[src/rtl/btn_debouncer_multi.sv]
// Multi-channel button conditioner: synchroniser, stable-sample filter,
// registered edge pulses and optional hold-to-auto-repeat per channel.
// Ports:
//   clk      system clock, all logic on posedge
//   rst      synchronous reset, active-low
//   en       filter enable; 0 freezes counters and level, gates pulses
//   in_n     raw asynchronous button inputs, 1 = pressed
//   level_o  debounced level
//   rise_o   1-cycle pulse on debounced 0->1
//   fall_o   1-cycle pulse on debounced 1->0
//   event_o  selected edge pulse(s) OR auto-repeat pulse
module btn_debouncer_multi #(
    parameter int CHANNELS      = 4,
    parameter int SYNC_STAGES   = 2,
    parameter int STABLE_CYCLES = 16,
    parameter int EDGE_MODE     = 0,
    parameter int REPEAT_DELAY  = 0,
    parameter int REPEAT_PERIOD = 8
) (
    input  logic                clk,
    input  logic                rst,
    input  logic                en,
    input  logic [CHANNELS-1:0] in_n,
    output logic [CHANNELS-1:0] level_o,
    output logic [CHANNELS-1:0] rise_o,
    output logic [CHANNELS-1:0] fall_o,
    output logic [CHANNELS-1:0] event_o
);

    localparam int CW   = $clog2(STABLE_CYCLES + 1);
    localparam int RMAX = (REPEAT_DELAY > REPEAT_PERIOD) ?
                          REPEAT_DELAY : REPEAT_PERIOD;
    localparam int RW   = $clog2(RMAX + 1);

    localparam logic [CW-1:0] C_LAST = CW'(STABLE_CYCLES - 1);
    localparam logic [CW-1:0] C_ONE  = CW'(1);
    localparam logic [RW-1:0] R_DLY  = RW'(REPEAT_DELAY);
    localparam logic [RW-1:0] R_PER  = RW'(REPEAT_PERIOD);
    localparam logic [RW-1:0] R_ONE  = RW'(1);
    localparam logic          RPT_EN = (REPEAT_DELAY > 0);

    localparam logic [CHANNELS-1:0] RISE_MASK =
        (EDGE_MODE != 1) ? {CHANNELS{1'b1}} : {CHANNELS{1'b0}};
    localparam logic [CHANNELS-1:0] FALL_MASK =
        (EDGE_MODE != 0) ? {CHANNELS{1'b1}} : {CHANNELS{1'b0}};

    logic [SYNC_STAGES-1:0] sync [CHANNELS];
    logic [CW-1:0]          cnt  [CHANNELS];
    logic [RW-1:0]          rpt  [CHANNELS];
    logic [RW-1:0]          rpt_inc [CHANNELS];
    // Set once the first repeat has fired; switches the terminal
    // count from the initial delay to the repeat period.
    logic [CHANNELS-1:0]    rpt_armed;

    logic [CHANNELS-1:0] sync_out;
    logic [CHANNELS-1:0] differ;
    logic [CHANNELS-1:0] flip;
    logic [CHANNELS-1:0] rise_n;
    logic [CHANNELS-1:0] fall_n;
    logic [CHANNELS-1:0] rpt_hit;

    always_comb begin
        sync_out = '0;
        differ   = '0;
        flip     = '0;
        rise_n   = '0;
        fall_n   = '0;
        rpt_hit  = '0;
        for (int i = 0; i < CHANNELS; i++) begin
            rpt_inc[i]  = rpt[i] + R_ONE;
            sync_out[i] = sync[i][SYNC_STAGES-1];
            differ[i]   = sync_out[i] != level_o[i];
            flip[i]     = en && differ[i] && (cnt[i] == C_LAST);
            rise_n[i]   = flip[i] && sync_out[i];
            fall_n[i]   = flip[i] && !sync_out[i];
            // A level change takes priority: no repeat on the fall cycle.
            rpt_hit[i]  = RPT_EN && en && level_o[i] && !flip[i] &&
                          (rpt_armed[i] ? (rpt_inc[i] == R_PER)
                                        : (rpt_inc[i] == R_DLY));
        end
    end

    always_ff @(posedge clk) begin
        if (!rst) begin
            for (int i = 0; i < CHANNELS; i++) begin
                sync[i] <= '0;
                cnt[i]  <= '0;
                rpt[i]  <= '0;
            end
            rpt_armed <= '0;
            level_o   <= '0;
            rise_o    <= '0;
            fall_o    <= '0;
            event_o   <= '0;
        end else begin
            rise_o  <= rise_n;
            fall_o  <= fall_n;
            event_o <= (rise_n & RISE_MASK) | (fall_n & FALL_MASK) | rpt_hit;
            for (int i = 0; i < CHANNELS; i++) begin
                // Synchroniser keeps running even when filtering is frozen.
                sync[i] <= {sync[i][SYNC_STAGES-2:0], in_n[i]};
                if (en) begin
                    if (flip[i]) begin
                        level_o[i]   <= sync_out[i];
                        cnt[i]       <= '0;
                        rpt[i]       <= '0;
                        rpt_armed[i] <= 1'b0;
                    end else begin
                        if (differ[i]) begin
                            cnt[i] <= cnt[i] + C_ONE;
                        end else begin
                            cnt[i] <= '0;
                        end
                        if (RPT_EN && level_o[i]) begin
                            if (rpt_hit[i]) begin
                                rpt[i]       <= '0;
                                rpt_armed[i] <= 1'b1;
                            end else begin
                                rpt[i] <= rpt_inc[i];
                            end
                        end
                    end
                end
            end
        end
    end

endmodule
[config.mk]
export PLATFORM = sky130hd
export DESIGN_NAME = btn_debouncer_multi
export DESIGN_NICKNAME = d
export VERILOG_FILES = /design/src/rtl/btn_debouncer_multi.sv
export SDC_FILE = /design/constraint.sdc
export NUM_CORES = 1
export LEC_CHECK = 0
export CELL_PAD_IN_SITES_DETAIL_PLACEMENT = 1
export CELL_PAD_IN_SITES_GLOBAL_PLACEMENT = 2
export CORE_ASPECT_RATIO = 1.2
export CORE_MARGIN = 10
export CORE_UTILIZATION = 38
export DETAILED_ROUTE_END_ITERATION = 6
export PLACE_DENSITY = 0.92
export SETUP_SLACK_MARGIN = 0.2
export SYNTH_ARGS = -nofsm -noshare
export SYNTH_HDL_FRONTEND = slang
export SYNTH_SLANG_ARGS = --single-unit
export TNS_END_PERCENT = 20
[constraint.sdc]
create_clock -name clk -period 3.16 [get_ports clk]
set_clock_uncertainty 0.1 [all_clocks]
set_input_delay 0.948 -clock clk [delete_from_list [all_inputs] [get_ports clk]]
set_output_delay 0.948 -clock clk [all_outputs]
set_load 0.01 [all_outputs]
==> summary.txt, run 1 <==
Route
  • DR vias: 1088
  • Routed WL: 3.12 mm
  • Vias/cell: 4.79
  • Router iterations before antenna repair: 4
  • Drt initial violations: 59
  • Post-route ant nets: 0
  • Routed WL per cell: roughly 14 um
  • Drc violations: 0

Global route
  • Vias in the first global route: 1193
  • Overflow after GRT: 0
  • First-pass GRT wire length: 5.41 mm
  • Largest net degree at the start of global routing: 21
  • Overall global routing resource usage: 0.0922
  • Initial antenna violation count: 0

Place
  • Detail Placement HPWL: 2.49 mm
  • GP Congestion: 0.679
  • Placed inst area: about 1900 um^2
  • Pre-CTS WS: approximately 0.57 ns
  • Total placed cells including tap cells: ~220
  • Port Buffer Count: 22

Logic synthesis
  • Syn nets: between 150 and 200
  • Top cell type's share of synthesized area: 0.360
  • Synth Area per Inst: 11.5 um^2
  • Synthesized flop and latch total: 40
  • Largest cells by area after synthesis: edfxtp_1 36%, dfxtp_1 24%, ha_1 6.0%
  • Synth Instances: 145
  • Mapped cell area: 1670 um^2
  • Syn. warnings: 0
  • Yosys top cell by area: edfxtp_1
  • Seq/Total Area, Yosys: 0.599
  • Synth cell types: 19

Timing
  • Relative slew slack: 0.789
  • Final Slew Violations: 0
  • Setup repair after global routing missed its margin: false
  • Final setup margin: between 0.8 and 0.9 ns
  • Fin Setup TNS: 0 ns
  • Worst-Margin Slew: 0.316 ns
  • Final setup viols: 0
  • Period utilization: 0.735
  • Fmax: 0.431 GHz
  • Clock period minus worst slack: 2.32 ns
  • Final hold viol count: 0

Worst setup path
  • Worst-path maximum fanout: 5
  • Critical Path RT: 2.11 ns
  • Slowest CP cell: clkdlybuf4s50_1
  • Worst reg2reg path endpoint: cnt[3][3]$_SDFFCE_PP0P_
  • Setup CP Type: reg2out
  • Crit-path leading delay family: buffers and inverters
  • Data arrival, critical path: about 1.3 ns
  • Reg2reg setup slack: 1.22 ns
  • CP Buf/Inv Count: 1
  • Crit path cell chain: clkdlybuf4s50_1
  • RR Startpoint: cnt[3][0]$_SDFFCE_PP0P_
  • Critical Path Start Type: flop
  • FF-to-FF path depth: 5
  • Setup crit end kind: output port
  • CP peak stage delay: 0.58 ns

CTS
  • Num CTS Buffers: 5
  • Clk slew on worst S/H paths: 0.07 ns
  • TritonCTS clock tree: done
  • H-tree depth: 2
  • Skew-Pair Late Insertion Delay: ~0.29 ns
  • Post-CTS Setup Bufs: 0
  • CTS Hold Bufs: 0
  • Root buf cell: clkbuf_8
  • Post-cts resize count: 0
  • Clk sink count: 40
  • CTS max path bufs: 2

Job
  • MaxCap Viol Count: 0

Die
  • Core Footprint: roughly 4300 um^2
  • Die W: 80.5 um
  • I/O pin cnt: 23
  • Initial Util: 0.392
  • Die area: 7460 um^2
  • Rows: 26
  • Die H: 92.6 um

Power and ir drop
  • Largest vdd supply drop: 0.293 mV
  • Power Dens Cells: between 400 and 500 nW/um^2
  • LEAKAGE: 0.752 nW

Min path
  • Worst Hold End: sync[3][1]$_SDFF_PN0_
  • Hold WC Path Type: reg2reg
  • Hold Crit Depth: 1
  • Worst hold start: sync[3][0]$_SDFF_PN0_

Layout
  • Commonest non-fill, non-tap cells in the layout: 22 x clkdlybuf4s50_1, 20 x nor2_1, 20 x edfxtp_1, 20 x dfxtp_1, 12 x nand3_1
  • Final net count: 185
  • Post-route cell area: 2040 um^2
  • Share of layout cells above drive strength 1: 0.0877
  • Area growth from synthesis to layout: 22.1%
  • Commonest non-fill, non-tap cell in the layout: clkdlybuf4s50_1
  • Core Util, Final: 0.479
  • Final cell count without fillers: 227
  • # diodes: 0

Outcome
  • Status: finished clean
[area by class of cell]
cell class                      count  area, um^2
Timing Repair Buffer               25         243
Tap cell                           56        70.1
Multi-Input combinational cell     90         593
Fill cell                         458        2220
Clock buffer                        7        97.6
Clock inverter                      1        5.00
Inverter                            8        30.0
Sequential cell                    40        1000
[cell families after synthesis]
kind of cell / count (synthesis) / synth area share
AOI/OAI and AO/OA: 4 / 0.0180
xor gates and xnor gates: 12 / 0.0629
adders and majority gates: 8 / 0.0599
buffers and inverters: 15 / 0.0457
DFF: 40 / 0.599
and+or+nand+nor: 66 / 0.214
[report_power, final]
part | internal [mW] | switching (mW) | leakage, nW | total, mW
Clock | 0.202 | 0.169 | 0.0534 | 0.372
Sequential | 0.560 | 0.0113 | 0.385 | 0.572
Combinational | 0.0226 | 0.0221 | 0.313 | 0.0447
[worst register-to-register path, cell delays in order (launching register included)]
cell and delay, ns:
edfxtp_1 0.43, ha_1 0.25, and3_1 0.19, ha_1 0.24, or3_4 0.43, nor2_1 0.15
[cell usage after synthesis]
| master | number |
|---|---|
| nand2_2 | 1 |
| or3_4 | 4 |
| xor2_1 | 4 |
| buf_2 | 1 |
| inv_1 | 8 |
| and3_1 | 4 |
| edfxtp_1 | 20 |
| xnor2_1 | 8 |
| clkbuf_1 | 1 |
| nand2_1 | 8 |
| a21boi_0 | 4 |
| and2_1 | 8 |
| dfxtp_1 | 20 |
| nand3_1 | 12 |
| buf_4 | 5 |
| ha_1 | 8 |
| nor2_1 | 20 |
| nor3b_1 | 8 |
| nand2b_1 | 1 |
[worst max path at each step]
stage	start	end	depth (start not counted)
after floorplan	en	cnt[0][0]$_SDFFCE_PP0P_	2
after global placement	en	cnt[3][2]$_SDFFCE_PP0P_	4
after detailed placement	en	cnt[3][3]$_SDFFCE_PP0P_	4
after CTS	level_o[1]$_SDFFE_PN0P_	level_o[1]	1
after global routing	level_o[2]$_SDFFE_PN0P_	level_o[2]	1
final	level_o[3]$_SDFFE_PN0P_	level_o[3]	1
[through the flow]
stage,hold WS (ns),power (mW)
after CTS,0.340,1.00
after global routing,0.372,1.03
after detailed placement,0.322,0.629
final,0.338,0.988
after global placement,0.319,0.624
after floorplan,0.312,0.609
[metal layers]
layer | global-route usage | routed length (um) | vias up
li1 | - | - | 530
met1 | 0.0925 | 1210 | 527
met2 | 0.159 | 1640 | 25
met3 | 0.0445 | 223 | 6
met4 | 0.0353 | 48 | 0
met5 | 0 | 0 | -
[state kept, by name (all words and copies together), names as in the netlist]
| signal | flops |
|---|---|
| level_o | 4 |
| sync | 8 |
| event_o | 4 |
| cnt | 20 |
| fall_o | 4 |
Note: power is estimated with default switching activity, not from simulation.
==> run 2: changes to the inputs <==
--- a/config.mk
+++ b/config.mk
@@ -9,9 +9,9 @@
 export CELL_PAD_IN_SITES_GLOBAL_PLACEMENT = 2
 export CORE_ASPECT_RATIO = 1.2
 export CORE_MARGIN = 10
-export CORE_UTILIZATION = 38
+export CORE_UTILIZATION = 32
 export DETAILED_ROUTE_END_ITERATION = 6
-export PLACE_DENSITY = 0.92
+export PLACE_DENSITY = 0.83
 export SETUP_SLACK_MARGIN = 0.2
 export SYNTH_ARGS = -nofsm -noshare
 export SYNTH_HDL_FRONTEND = slang
==> constraint.sdc (replaced) <==
create_clock -name clk -period 2.13 [get_ports clk]
set_clock_uncertainty 0.1 [all_clocks]
set_input_delay 0.639 -clock clk [delete_from_list [all_inputs] [get_ports clk]]
set_output_delay 0.639 -clock clk [all_outputs]
set_load 0.01 [all_outputs]
==> summary.txt, run 2 (synthesis gave the netlist of run 1 again) <==
Worst setup path
  • CP peak stage delay: 0.55 ns (-0.03 ns)
  • Crit-path leading delay family: buffers and inverters
  • Reg2reg setup slack: 0.25 ns (-0.97 ns)
  • Data arrival, critical path: 1.21 ns (-0.06 ns)
  • Setup crit end kind: output port
  • CP Buf/Inv Count: 1 (unchanged)
  • Critical Path Start Type: flop
  • Critical Path RT: 1.39 ns (-0.72 ns)
  • Crit path cell chain: clkdlybuf4s50_1
  • Slowest CP cell: clkdlybuf4s50_1
  • Setup CP Type: reg2out
  • Worst-path maximum fanout: 5 (unchanged)

Layout
  • # diodes: 0 (unchanged)
  • Commonest non-fill, non-tap cells in the layout: 20 x nor2_1, 20 x edfxtp_1, 19 x clkdlybuf4s50_1
  • Fill count: 560 (+22%)
  • Area growth from synthesis to layout: 26.3%
  • Largest registers: cnt x20, sync x8
  • Final net count: 189 (+2.2%)
  • Largest register by flop count: cnt
  • Share of layout cells above drive strength 1: 0.137 (+0.0494)
  • Final cell count without fillers: 235 (+3.5%)
  • Number of flip-flops in the largest register: 20 (unchanged)

Route
  • Vias/cell: 4.64 (-3.2%)
  • Routed WL: 3.34 mm (+6.9%)
  • Routed WL per cell: 14.2 um (+3.3%)
  • Router iterations before antenna repair: 4 (unchanged)
  • Post-route ant nets: 0 (unchanged)
  • DR vias: 1090 (+0.18%)
  • Drc violations: 0 (unchanged)
  • Drt initial violations: 66 (+12%)

Die
  • I/O pin cnt: 23 (unchanged)
  • Initial Util: 0.333 (-0.0585)
  • Die W: 86.0 um (+6.7%)
  • Die H: 99.1 um (+7.0%)
  • Core Footprint: 5010 um^2 (+18%)
  • Die area: 8520 um^2 (+14%)
  • Rows: 28 (+7.7%)

Outcome
  • Status: finished clean

Place
  • Pre-CTS WS: 0.0361 ns (-0.531 ns)
  • Detail Placement HPWL: 2.48 mm (-0.17%)
  • Port Buffer Count: 22 (unchanged)
  • Total placed cells including tap cells: 226 (+3.2%)
  • GP Congestion: 0.642 (-5.4%)

Global route
  • Initial antenna violation count: 0 (unchanged)
  • Overall global routing resource usage: 0.0822 (-0.0100)
  • Vias in the first global route: 1208 (+1.3%)
  • First-pass GRT wire length: 5.59 mm (+3.3%)
  • Overflow after GRT: 0 (unchanged)
  • Largest net degree at the start of global routing: 13 (-38%)

Timing
  • Final setup viols: 0 (unchanged)
  • Fmax: 0.513 GHz
  • Final setup margin: 0.179 ns (-0.659 ns)
  • Worst-Margin Slew: 0.188 ns (-0.128 ns)
  • Relative slew slack: 0.874 (+0.0856)
  • Period utilization: 0.916
  • Fin Setup TNS: 0 ns (unchanged)
  • Setup repair after global routing missed its margin: true
  • Final Slew Violations: 0 (unchanged)
  • Clock period minus worst slack: 1.95 ns
  • Final hold viol count: 0 (unchanged)
  • Final hold slack: 0.332 ns (-0.00573 ns)

Min path
  • Hold WC Path Type: reg2reg

CTS
  • CTS max path bufs: 2 (unchanged)
  • Num CTS Buffers: 5 (unchanged)
  • Skew-Pair Late Insertion Delay: 0.29 ns (about the same)
  • Root buf cell: clkbuf_8
  • H-tree depth: 2 (unchanged)
  • CTS Hold Bufs: 0 (unchanged)
  • Clk slew on worst S/H paths: 0.08 ns (about the same)
  • TritonCTS clock tree: done
  • Clk sink count: 40 (unchanged)

Power and ir drop
  • LEAKAGE: 0.822 nW (+9.3%)
  • Largest vdd supply drop: 0.330 mV (+12%)
  • Power Dens Cells: 755 nW/um^2 (+56%)

Job
  • MaxCap Viol Count: 0 (unchanged)
[run 2: metrics by stage]
| stage | instance area (um^2) | util | power [mW] |
|---|---|---|---|
| floorplan | 1670 | - | 0.903 |
| global placement | 1960 | 0.392 | 0.931 |
| detailed placement | 1960 | 0.392 | 0.938 |
| CTS | 2090 | 0.417 | 1.61 |
| global route | 2110 | 0.421 | 1.66 |
| finish | 2110 | 0.421 | 1.59 |
[run 2: path summary, 6_finish.rpt]
kind | start | endpoint | cells past startpoint
max reg2reg | cnt[3][0]$_SDFFCE_PP0P_ | cnt[3][2]$_SDFFCE_PP0P_ | 5
max | level_o[3]$_SDFFE_PN0P_ | level_o[3] | 1
min | sync[3][0]$_SDFF_PN0_ | sync[3][1]$_SDFF_PN0_ | 1
min reg2reg | sync[3][0]$_SDFF_PN0_ | sync[3][1]$_SDFF_PN0_ | 1
[run 2: repair_timing]
item,4_1_cts,5_1_grt
setup endpoints to repair,9,22
endpoints found under the hold margin,0,0
gates cloned,0,0
buffers inserted,0,1
resized for setup,1,6
[run 2: layout make-up]
cell class	count	area, um^2	area share
multi-input combinational	90	598	0.284
inverter	8	30.0	0.0142
tap	60	75.1	0.0356
clock buffer	7	96.3	0.0457
clock inverter	1	30.0	0.0142
sequential	40	1000	0.476
timing repair buffer	29	277	0.131
[run 2: where the power goes]
group	switching [mW]	internal [mW]
logic	0.0361	0.0387
clock network	0.257	0.413
registers	0.0159	0.831
total	0.309	1.28
[run 2: metal layers]
layer  track usage  routed length (um)  part of all wire
met5             0                   0                 0
met4        0.0305                  48             0.014
met3        0.0384                 185             0.055
met2         0.144                1800              0.54
met1        0.0819                1300              0.39
==> run 3: changes to the inputs <==
--- a/config.mk
+++ b/config.mk
@@ -8,7 +8,6 @@
 export CELL_PAD_IN_SITES_DETAIL_PLACEMENT = 1
 export CELL_PAD_IN_SITES_GLOBAL_PLACEMENT = 2
 export CORE_ASPECT_RATIO = 1.2
-export CORE_MARGIN = 10
 export CORE_UTILIZATION = 32
 export DETAILED_ROUTE_END_ITERATION = 6
 export PLACE_DENSITY = 0.83
==> summary.txt, run 3 (synthesis gave the netlist of run 1 again) <==
Timing
  • Final Slew Violations: 0 (unchanged)
  • Worst-Margin Slew: 0.205 ns (+0.0162 ns)
  • Period utilization: 0.897 (-0.0190)
  • Setup repair after global routing missed its margin: true
  • Final setup viols: 0 (unchanged)
  • Fin Setup TNS: 0 ns (unchanged)
  • Clock period minus worst slack: 1.91 ns (-0.0404 ns)
  • Fmax: 0.523 GHz (+2.1%)
  • Final hold viol count: 0 (unchanged)
  • Relative slew slack: 0.863 (-0.0116)

Global route
  • Largest net degree at the start of global routing: 14 (+1)
  • Overflow after GRT: 0 (unchanged)
  • Vias in the first global route: 1156 (-4.3%)
  • First-pass GRT wire length: 5.16 mm (-7.7%)
  • Overall global routing resource usage: 0.132 (+0.0501)
  • Initial antenna violation count: 0 (unchanged)

Power and ir drop
  • Seq pwr share: 0.605 (+0.073)
  • NetSw: 0.300 mW (-3.0%)
  • Clock share of power: 0.341 (-0.080)
  • LEAKAGE: 0.826 nW (+0.50%)
  • Cell Int Power: 1.10 mW (-14%)
  • Largest vdd supply drop: 0.263 mV (-20%)
  • Combinational share of power: 0.054 (+0.007)
  • Power Dens Cells: 674 nW/um^2 (-11%)
  • Sw Ratio: 0.214 (+0.0200)

Worst setup path
  • Critical Path Stages: 5 (+4)
  • Most used cell, CP: ha_1
  • Setup crit end kind: flop
  • Worst reg2reg path endpoint: cnt[2][3]$_SDFFCE_PP0P_
  • CP Buf/Inv Count: 0 (-1)
  • Critical Path RT: 2.18 ns (+0.79 ns)
  • Reg2reg setup slack: 0.22 ns (-0.03 ns)
  • Worst-path maximum fanout: 5 (unchanged)
  • Critical Path Start Type: flop
  • CP peak stage delay: 0.43 ns (-0.12 ns)
  • Crit-path leading delay family: simple AND/OR/NAND/NOR gates
  • Data arrival, critical path: 1.96 ns (+0.75 ns)
  • Setup CP Type: reg2reg
  • Slowest CP cell: edfxtp_1
  • Setup crit end: cnt[2][3]$_SDFFCE_PP0P_
  • Crit path cell chain: ha_1 -> and3_1 -> ha_1 -> or3_4 -> nor2_1
  • RR Startpoint: cnt[2][0]$_SDFFCE_PP0P_
  • Crit path launch: cnt[2][0]$_SDFFCE_PP0P_
  • FF-to-FF path depth: 5 (unchanged)

Job
  • MaxCap Viol Count: 0 (unchanged)

Route
  • DR vias: 1101 (+1.0%)
  • Drc violations: 0 (unchanged)
  • Drt initial violations: 45 (-32%)
  • Routed WL per cell: 13.1 um (-7.6%)
  • Vias/cell: 4.67 (+0.58%)
  • Routed WL: 3.10 mm (-7.2%)
  • Router iterations before antenna repair: 4 (unchanged)
  • Post-route ant nets: 0 (unchanged)

Outcome
  • Status: finished clean

Layout
  • # diodes: 0 (unchanged)
  • Area growth from synthesis to layout: 24.3%
  • Commonest non-fill, non-tap cell in the layout: edfxtp_1
  • Core Util, Final: 0.418 (-0.00357)
  • Commonest non-fill, non-tap cells in the layout: 20 x edfxtp_1, 19 x nor2_1, 18 x clkdlybuf4s50_1
  • Largest register by flop count: cnt
  • Share of layout cells above drive strength 1: 0.142 (+0.00490)
  • Number of flip-flops in the largest register: 20 (unchanged)
  • Largest registers: cnt x20, sync x8
  • Post-route cell area: 2080 um^2 (-1.5%)
  • Final net count: 190 (+0.53%)

Place
  • Port Buffer Count: 22 (unchanged)
  • Detail Placement HPWL: 2.36 mm (-4.8%)
  • GP Congestion: 0.676 (+5.4%)
  • Placed inst area: 1960 um^2 (unchanged)

Die
  • I/O pin cnt: 23 (unchanged)
  • Die H: 81.1 um (-18%)
  • Rows: 28 (unchanged)
  • Initial Util: 0.336 (+0.00235)
  • Die W: 68.0 um (-21%)
  • Core Footprint: 4970 um^2 (-0.70%)
  • Die area: 5510 um^2 (-35%)

CTS
  • Clk slew on worst S/H paths: 0.08 ns (about the same)
  • Root buf cell: clkbuf_8
  • H-tree depth: 2 (unchanged)
  • Num CTS Buffers: 5 (unchanged)
  • CTS max path bufs: 2 (unchanged)
  • Skew-Pair Late Insertion Delay: 0.29 ns (about the same)
  • Clk sink count: 40 (unchanged)
  • TritonCTS clock tree: done

Min path
  • Hold WC Path Type: reg2reg
run 3: changes by cell type in the layout (fill, tap and decap cells not counted), sizes merged:
cell,before,now
bufinv,1,0
dlymetal6s2s,2,3
buf,7,8
clkinv,0,1
clkdlybuf4s50,19,18
run 3: final cells by class:
type	count	area [um^2]
Multi-Input combinational cell	90	598
Clock buffer	7	76.3
Timing Repair Buffer	30	287
Fill cell	563	2900
Tap cell	60	75.1
Sequential cell	40	1010
Clock inverter	1	5.00
Inverter	8	30.0
run 3: what timing repair did:
item	CTS	global route
resized for setup	5	5
buffers inserted	0	2
setup endpoints to repair	4	29
hold buffers	0	0
run 3: worst min path at each step:
stage | startpoint | to | slack (ns) | cells after the start
global route | sync[1][0]$_SDFF_PN0_ | sync[1][1]$_SDFF_PN0_ | 0.34 | 1
CTS | sync[1][0]$_SDFF_PN0_ | sync[1][1]$_SDFF_PN0_ | 0.34 | 1
floorplan | sync[0][0]$_SDFF_PN0_ | sync[0][1]$_SDFF_PN0_ | 0.31 | 1
finish | sync[1][0]$_SDFF_PN0_ | sync[1][1]$_SDFF_PN0_ | 0.34 | 1
detailed placement | sync[1][0]$_SDFF_PN0_ | sync[1][1]$_SDFF_PN0_ | 0.32 | 1
global placement | sync[0][0]$_SDFF_PN0_ | sync[0][1]$_SDFF_PN0_ | 0.32 | 1
run 3: power groups by stage:
stage,clock network (mW),logic [mW],registers [mW]
final,0.477,0.0753,0.848
after global routing,0.533,0.0845,0.851
after CTS,0.497,0.0736,0.848
after detailed placement,0,0.0732,0.866
after global placement,0,0.0684,0.862
after floorplan,0,0.0426,0.860
run 3: metal layers:
| layer | global-route usage | vias to the layer above | share of wire |
|---|---|---|---|
| li1 | - | 542 | - |
| met5 | 0 | - | 0 |
| met2 | 0.214 | 22 | 0.50 |
| met3 | 0.0379 | 6 | 0.042 |
| met4 | 0.0750 | 0 | 0.024 |
| met1 | 0.154 | 531 | 0.43 |
run 3: metrics by stage:
| step | setup slack (ns) | total power [mW] | hold WS, ns | cells |
|---|---|---|---|---|
| detailed placement | 0.0250 | 0.939 | 0.323 | 226 |
| floorplan | 0.292 | 0.903 | 0.312 | 145 |
| finish | 0.220 | 1.40 | 0.335 | 236 |
| CTS | 0.162 | 1.42 | 0.340 | 234 |
| global placement | 0.0983 | 0.931 | 0.318 | 226 |
| global route | 0.128 | 1.47 | 0.344 | 236 |
==> RTL change 1, RTL diff (flow settings as in run 3) <==
The parameter `STABLE_CYCLES` goes from 16 to 64.
--- a/src/rtl/btn_debouncer_multi.sv
+++ b/src/rtl/btn_debouncer_multi.sv
@@ -13,5 +13,5 @@
     parameter int CHANNELS      = 4,
     parameter int SYNC_STAGES   = 2,
-    parameter int STABLE_CYCLES = 16,
+    parameter int STABLE_CYCLES = 64,
     parameter int EDGE_MODE     = 0,
     parameter int REPEAT_DELAY  = 0,
Behaviour: no difference found for any inputs over 10 cycles, from zero or initial values and one cycle with rst low; that may be too few to reach the edited logic, so the function may still have changed.
==> RTL change 1 against run 3 <==
- sequential cell count grew 8
- total power rose by 17%
- critical path depth is 4 lower
- routed wire length up 31%
- design area grew 22%
- area after synthesis is 24% higher
- combinational power grew 18%
- maximum frequency is 3.4% lower
- register-to-register slack better by 0.06 ns
- worst setup slack got worse by 0.067 ns
- count of clock-buffer cells in the layout decreased by 2
==> RTL change 1: results (changes against run 3) <==
Synthesis
  • Synthesized Nets: 195 (+22%)
  • Ranking of synthesized cells by area: edfxtp_1 (41%), dfxtp_1 (19%), xor2_1 (4.6%)
  • Synth Area in XOR/XNOR: 0.0675 (+0.00459)
  • Count of cell types in the netlist: 32 (+13)
  • Register area share after synthesis: 0.598 (-0.00130)
  • Post-synth top cells: edfxtp_1 (28), nor2_1 (22), dfxtp_1 (20)
  • Post-synthesis compound-gate area fraction: 0.0633 (+0.0453)
  • EDFF count, synth: 28 (+40%)
  • Adder-cell share of the synthesized area: 0.0241 (-0.0358)

Global route
  • Tot GR Track Use: 0.137 (+0.00440)
  • M2 GR Usage: 0.219 (+0.00577)
  • Pin count of the biggest net entering global routing: 21 (+7)
  • First-pass GRT wire length: 7000 µm (+36%)
  • Grt met1 use: 0.169 (+0.0158)

Setup path
  • Kind of cell adding the most delay to the critical path: buffers and inverters
  • Reg-to-Reg End: cnt[1][3]
  • CP endpoint: level_o[3]
  • Worst Setup SP: level_o[3]
  • Slowest-stage cell, CP: clkdlybuf4s50_1
  • Worst reg-to-reg path cell count: 4 (-1)
  • Arr. time, crit path: 1.24 ns (-0.72 ns)

Drt
  • Via Count: 1411 (+28%)
  • 1st-iter DRT viols: 41 (-8.9%)

Run status
  • Outcome: finished clean

Place
  • Place WS: -0.0705 ns (-0.0955 ns)
  • Post-DP Area: 2430 µm² (+24%)

Pwr
  • Peak VDD IR: 0.240 mV (-8.5%)

CTS
  • Post-CTS sizing: 1 (-4)
[RTL change 1: kinds of logic after synthesis]
family | count (synthesis)
adder cells (fa/ha/maj) | 4
AND/OR/NAND/NOR | 80
buffers and inverters | 16
AO/OA/AOI/OAI | 20
flip-flops | 48
XOR/XNOR | 16
[RTL change 1: area by class of cell]
class	instances	area (µm²)	area share
sequential	48	1240	0.491
multi-input combinational	120	766	0.303
timing repair buffer	28	298	0.118
tap	82	103	0.0406
clock buffer	5	68.8	0.0272
inverter	10	37.5	0.0149
clock inverter	3	13.8	0.00545
[RTL change 1: power breakdown]
group | internal, µW | total, µW | leakage (µW) | switching (µW)
clock | 223 | 513 | 0.0000453 | 290
combinational | 43.6 | 89.0 | 0.000408 | 45.4
sequential | 1010 | 1040 | 0.000474 | 29.0
[RTL change 1: metrics by stage]
step	total power, µW	instances
after global routing	1730	296
after detailed placement	1150	288
after global placement	1150	288
after CTS	1670	296
final	1640	296
after floorplan	1100	184
==> RTL change 2, RTL diff (flow settings as in run 3) <==
Made on the original files. The output `rise_o` loses its register stage (`rise_o` becomes a continuous assignment). Comments in the files are not updated.
--- a/src/rtl/btn_debouncer_multi.sv
+++ b/src/rtl/btn_debouncer_multi.sv
@@ -90,9 +90,7 @@
             rpt_armed <= '0;
             level_o   <= '0;
-            rise_o    <= '0;
             fall_o    <= '0;
             event_o   <= '0;
         end else begin
-            rise_o  <= rise_n;
             fall_o  <= fall_n;
             event_o <= (rise_n & RISE_MASK) | (fall_n & FALL_MASK) | rpt_hit;
@@ -126,3 +124,5 @@
     end
 
+    assign rise_o = rise_n;
+
 endmodule
Check against the original RTL: same outputs for any inputs over 10 cycles, from zero or initial values and one cycle with rst low; that may be too few to reach the edited logic, so the function may still have changed.
==> RTL change 2 against run 3 <==
- the flow now finishes with violations (setup timing)
- critical endpoint is now rise_o[2]
- routed wire length is 25% higher
- synthesized cell count is 0.69% higher
- design area is 17% higher
- clock power is 2% higher
- worst setup slack worse by 0.45 ns
- count of clock-buffer cells in the layout is 2 lower
- area after synthesis hardly changed
- combinational power is 46% higher
- sequential cell count stayed put
- total power is 2.8% higher
- die area hardly changed
==> RTL change 2: results (changes against run 3) <==
Run status
  • Outcome: finished with violations
  • Failing checks: setup timing

Setup path
  • Worst reg2reg path startpoint: cnt[3][1]
  • Arr. time, crit path: 1.62 ns (-0.34 ns)
  • Worst reg-to-reg path cell count: 7 (+2)
  • Reg-to-Reg End: cnt[3][2]
  • Flop-to-flop setup slack: 0.18 ns (-0.04 ns)
  • CP max FO: 2 (-3)

Place
  • Place WS: -0.814 ns (-0.839 ns)
  • Post-DP Area: 2150 µm² (+9.4%)
  • Detailed-placement wirelength estimate: 2650 µm (+12%)
  • Gpl congestion: 0.712 (+5.3%)

STA
  • Slew margin rel.: 0.778 (-0.0845)
  • WHS: 0.338 ns (+0.00222 ns)
  • Worst Slack Setup Final: -0.233 ns (-0.452 ns)
  • Final Setup Violations: 4 (+4)
  • Setup TNS: -0.657 ns (-0.657 ns)

Synthesis
  • Ranking of synthesized cells by area: edfxtp_1 (36%), dfxtp_1 (24%), ha_1 (6.0%)
  • Synthesized Nets: 161 (+0.63%)
  • Synth Area in XOR/XNOR: 0.0629 (about the same)
  • Count of cell types in the netlist: 21 (+2)
  • Register area share after synthesis: 0.599 (about the same)

Pwr
  • Net load switching power: 330 µW (+10%)
  • Peak VDD IR: 0.474 mV (+81%)

Global route
  • Tot GR Track Use: 0.160 (+0.0280)
  • First-pass GRT wire length: 6230 µm (+21%)
  • Vias in the first global route: 1346 (+16%)
  • Pin count of the biggest net entering global routing: 19 (+5)

Drt
  • Final wirelength: 3890 µm (+25%)
  • Via Count: 1242 (+13%)
  • 1st-iter DRT viols: 28 (-38%)

Final layout
  • Share of cells above drive strength 1: 0.407 (+0.265)
  • # nets final: 224 (+18%)
==> RTL change 2: layout make-up <==
| class | instances | area (µm²) |
|---|---|---|
| clock buffer | 5 | 68.8 |
| inverter | 8 | 30.0 |
| fill | 542 | 2530 |
| multi-input combinational | 95 | 763 |
| tap | 60 | 75.1 |
| clock inverter | 2 | 12.5 |
| sequential | 40 | 1010 |
| timing repair buffer | 59 | 484 |
==> RTL change 2: power by group through the flow <==
| stage | clock [µW] | combinational, µW | sequential, µW |
|---|---|---|---|
| 2_1_floorplan | 0 | 43.6 | 860 |
| 3_3_place_gp | 0 | 88.6 | 859 |
| 3_5_place_dp | 0 | 95.4 | 862 |
| 4_1_cts | 504 | 105 | 845 |
| 5_1_grt | 533 | 122 | 848 |
| 6_report | 485 | 110 | 845 |
==> RTL change 2: logic make-up after synthesis <==
group	count (synthesis)
AOI/OAI and AO/OA	4
xor gates and xnor gates	12
adders and majority gates	8
buffers and inverters	11
DFF	40
and+or+nand+nor	71
==> RTL change 2: worst max path at each step <==
stage	start	to	slack, ns	cells past startpoint
3_3_place_gp	en	rise_o[1]	-0.77	4
4_1_cts	cnt[3][1]	rise_o[3]	-0.21	6
3_5_place_dp	en	rise_o[2]	-0.81	4
2_1_floorplan	cnt[1][0]	rise_o[1]	0.19	5
6_report	cnt[2][0]	rise_o[2]	-0.23	6
5_1_grt	cnt[2][0]	rise_o[2]	-0.32	6
==> RTL change 2: critical path, cell delays in order (launching register included) <==
cell	delay, ns
edfxtp_1	0.37
ha_2	0.19
and3_4	0.20
ha_4	0.15
nand2_4	0.06
nor3b_4	0.20
buf_2	0.15
==> RTL change 2: per-stage QoR <==
| step | std cells | total power (µW) |
|---|---|---|
| final | 269 | 1440 |
| after CTS | 268 | 1450 |
| after global placement | 251 | 948 |
| after detailed placement | 251 | 957 |
| after floorplan | 146 | 904 |
| after global routing | 269 | 1500 |
==> RTL change 2: what timing repair did <==
| item | CTS | global route |
|---|---|---|
| pin swaps | 16 | 17 |
| buffers inserted | 10 | 1 |
| cloned | 0 | 0 |
| endpoints found under the setup margin | 28 | 10 |
| resized for setup | 49 | 14 |
==> RTL change 2: routing by layer <==
metal / GRT usage / up-vias / share of wire
li1: - / 608 / -
met1: 0.155 / 603 / 0.36
met2: 0.306 / 26 / 0.58
met3: 0.0435 / 5 / 0.038
met4: 0.0688 / 0 / 0.017
met5: 0 / - / 0
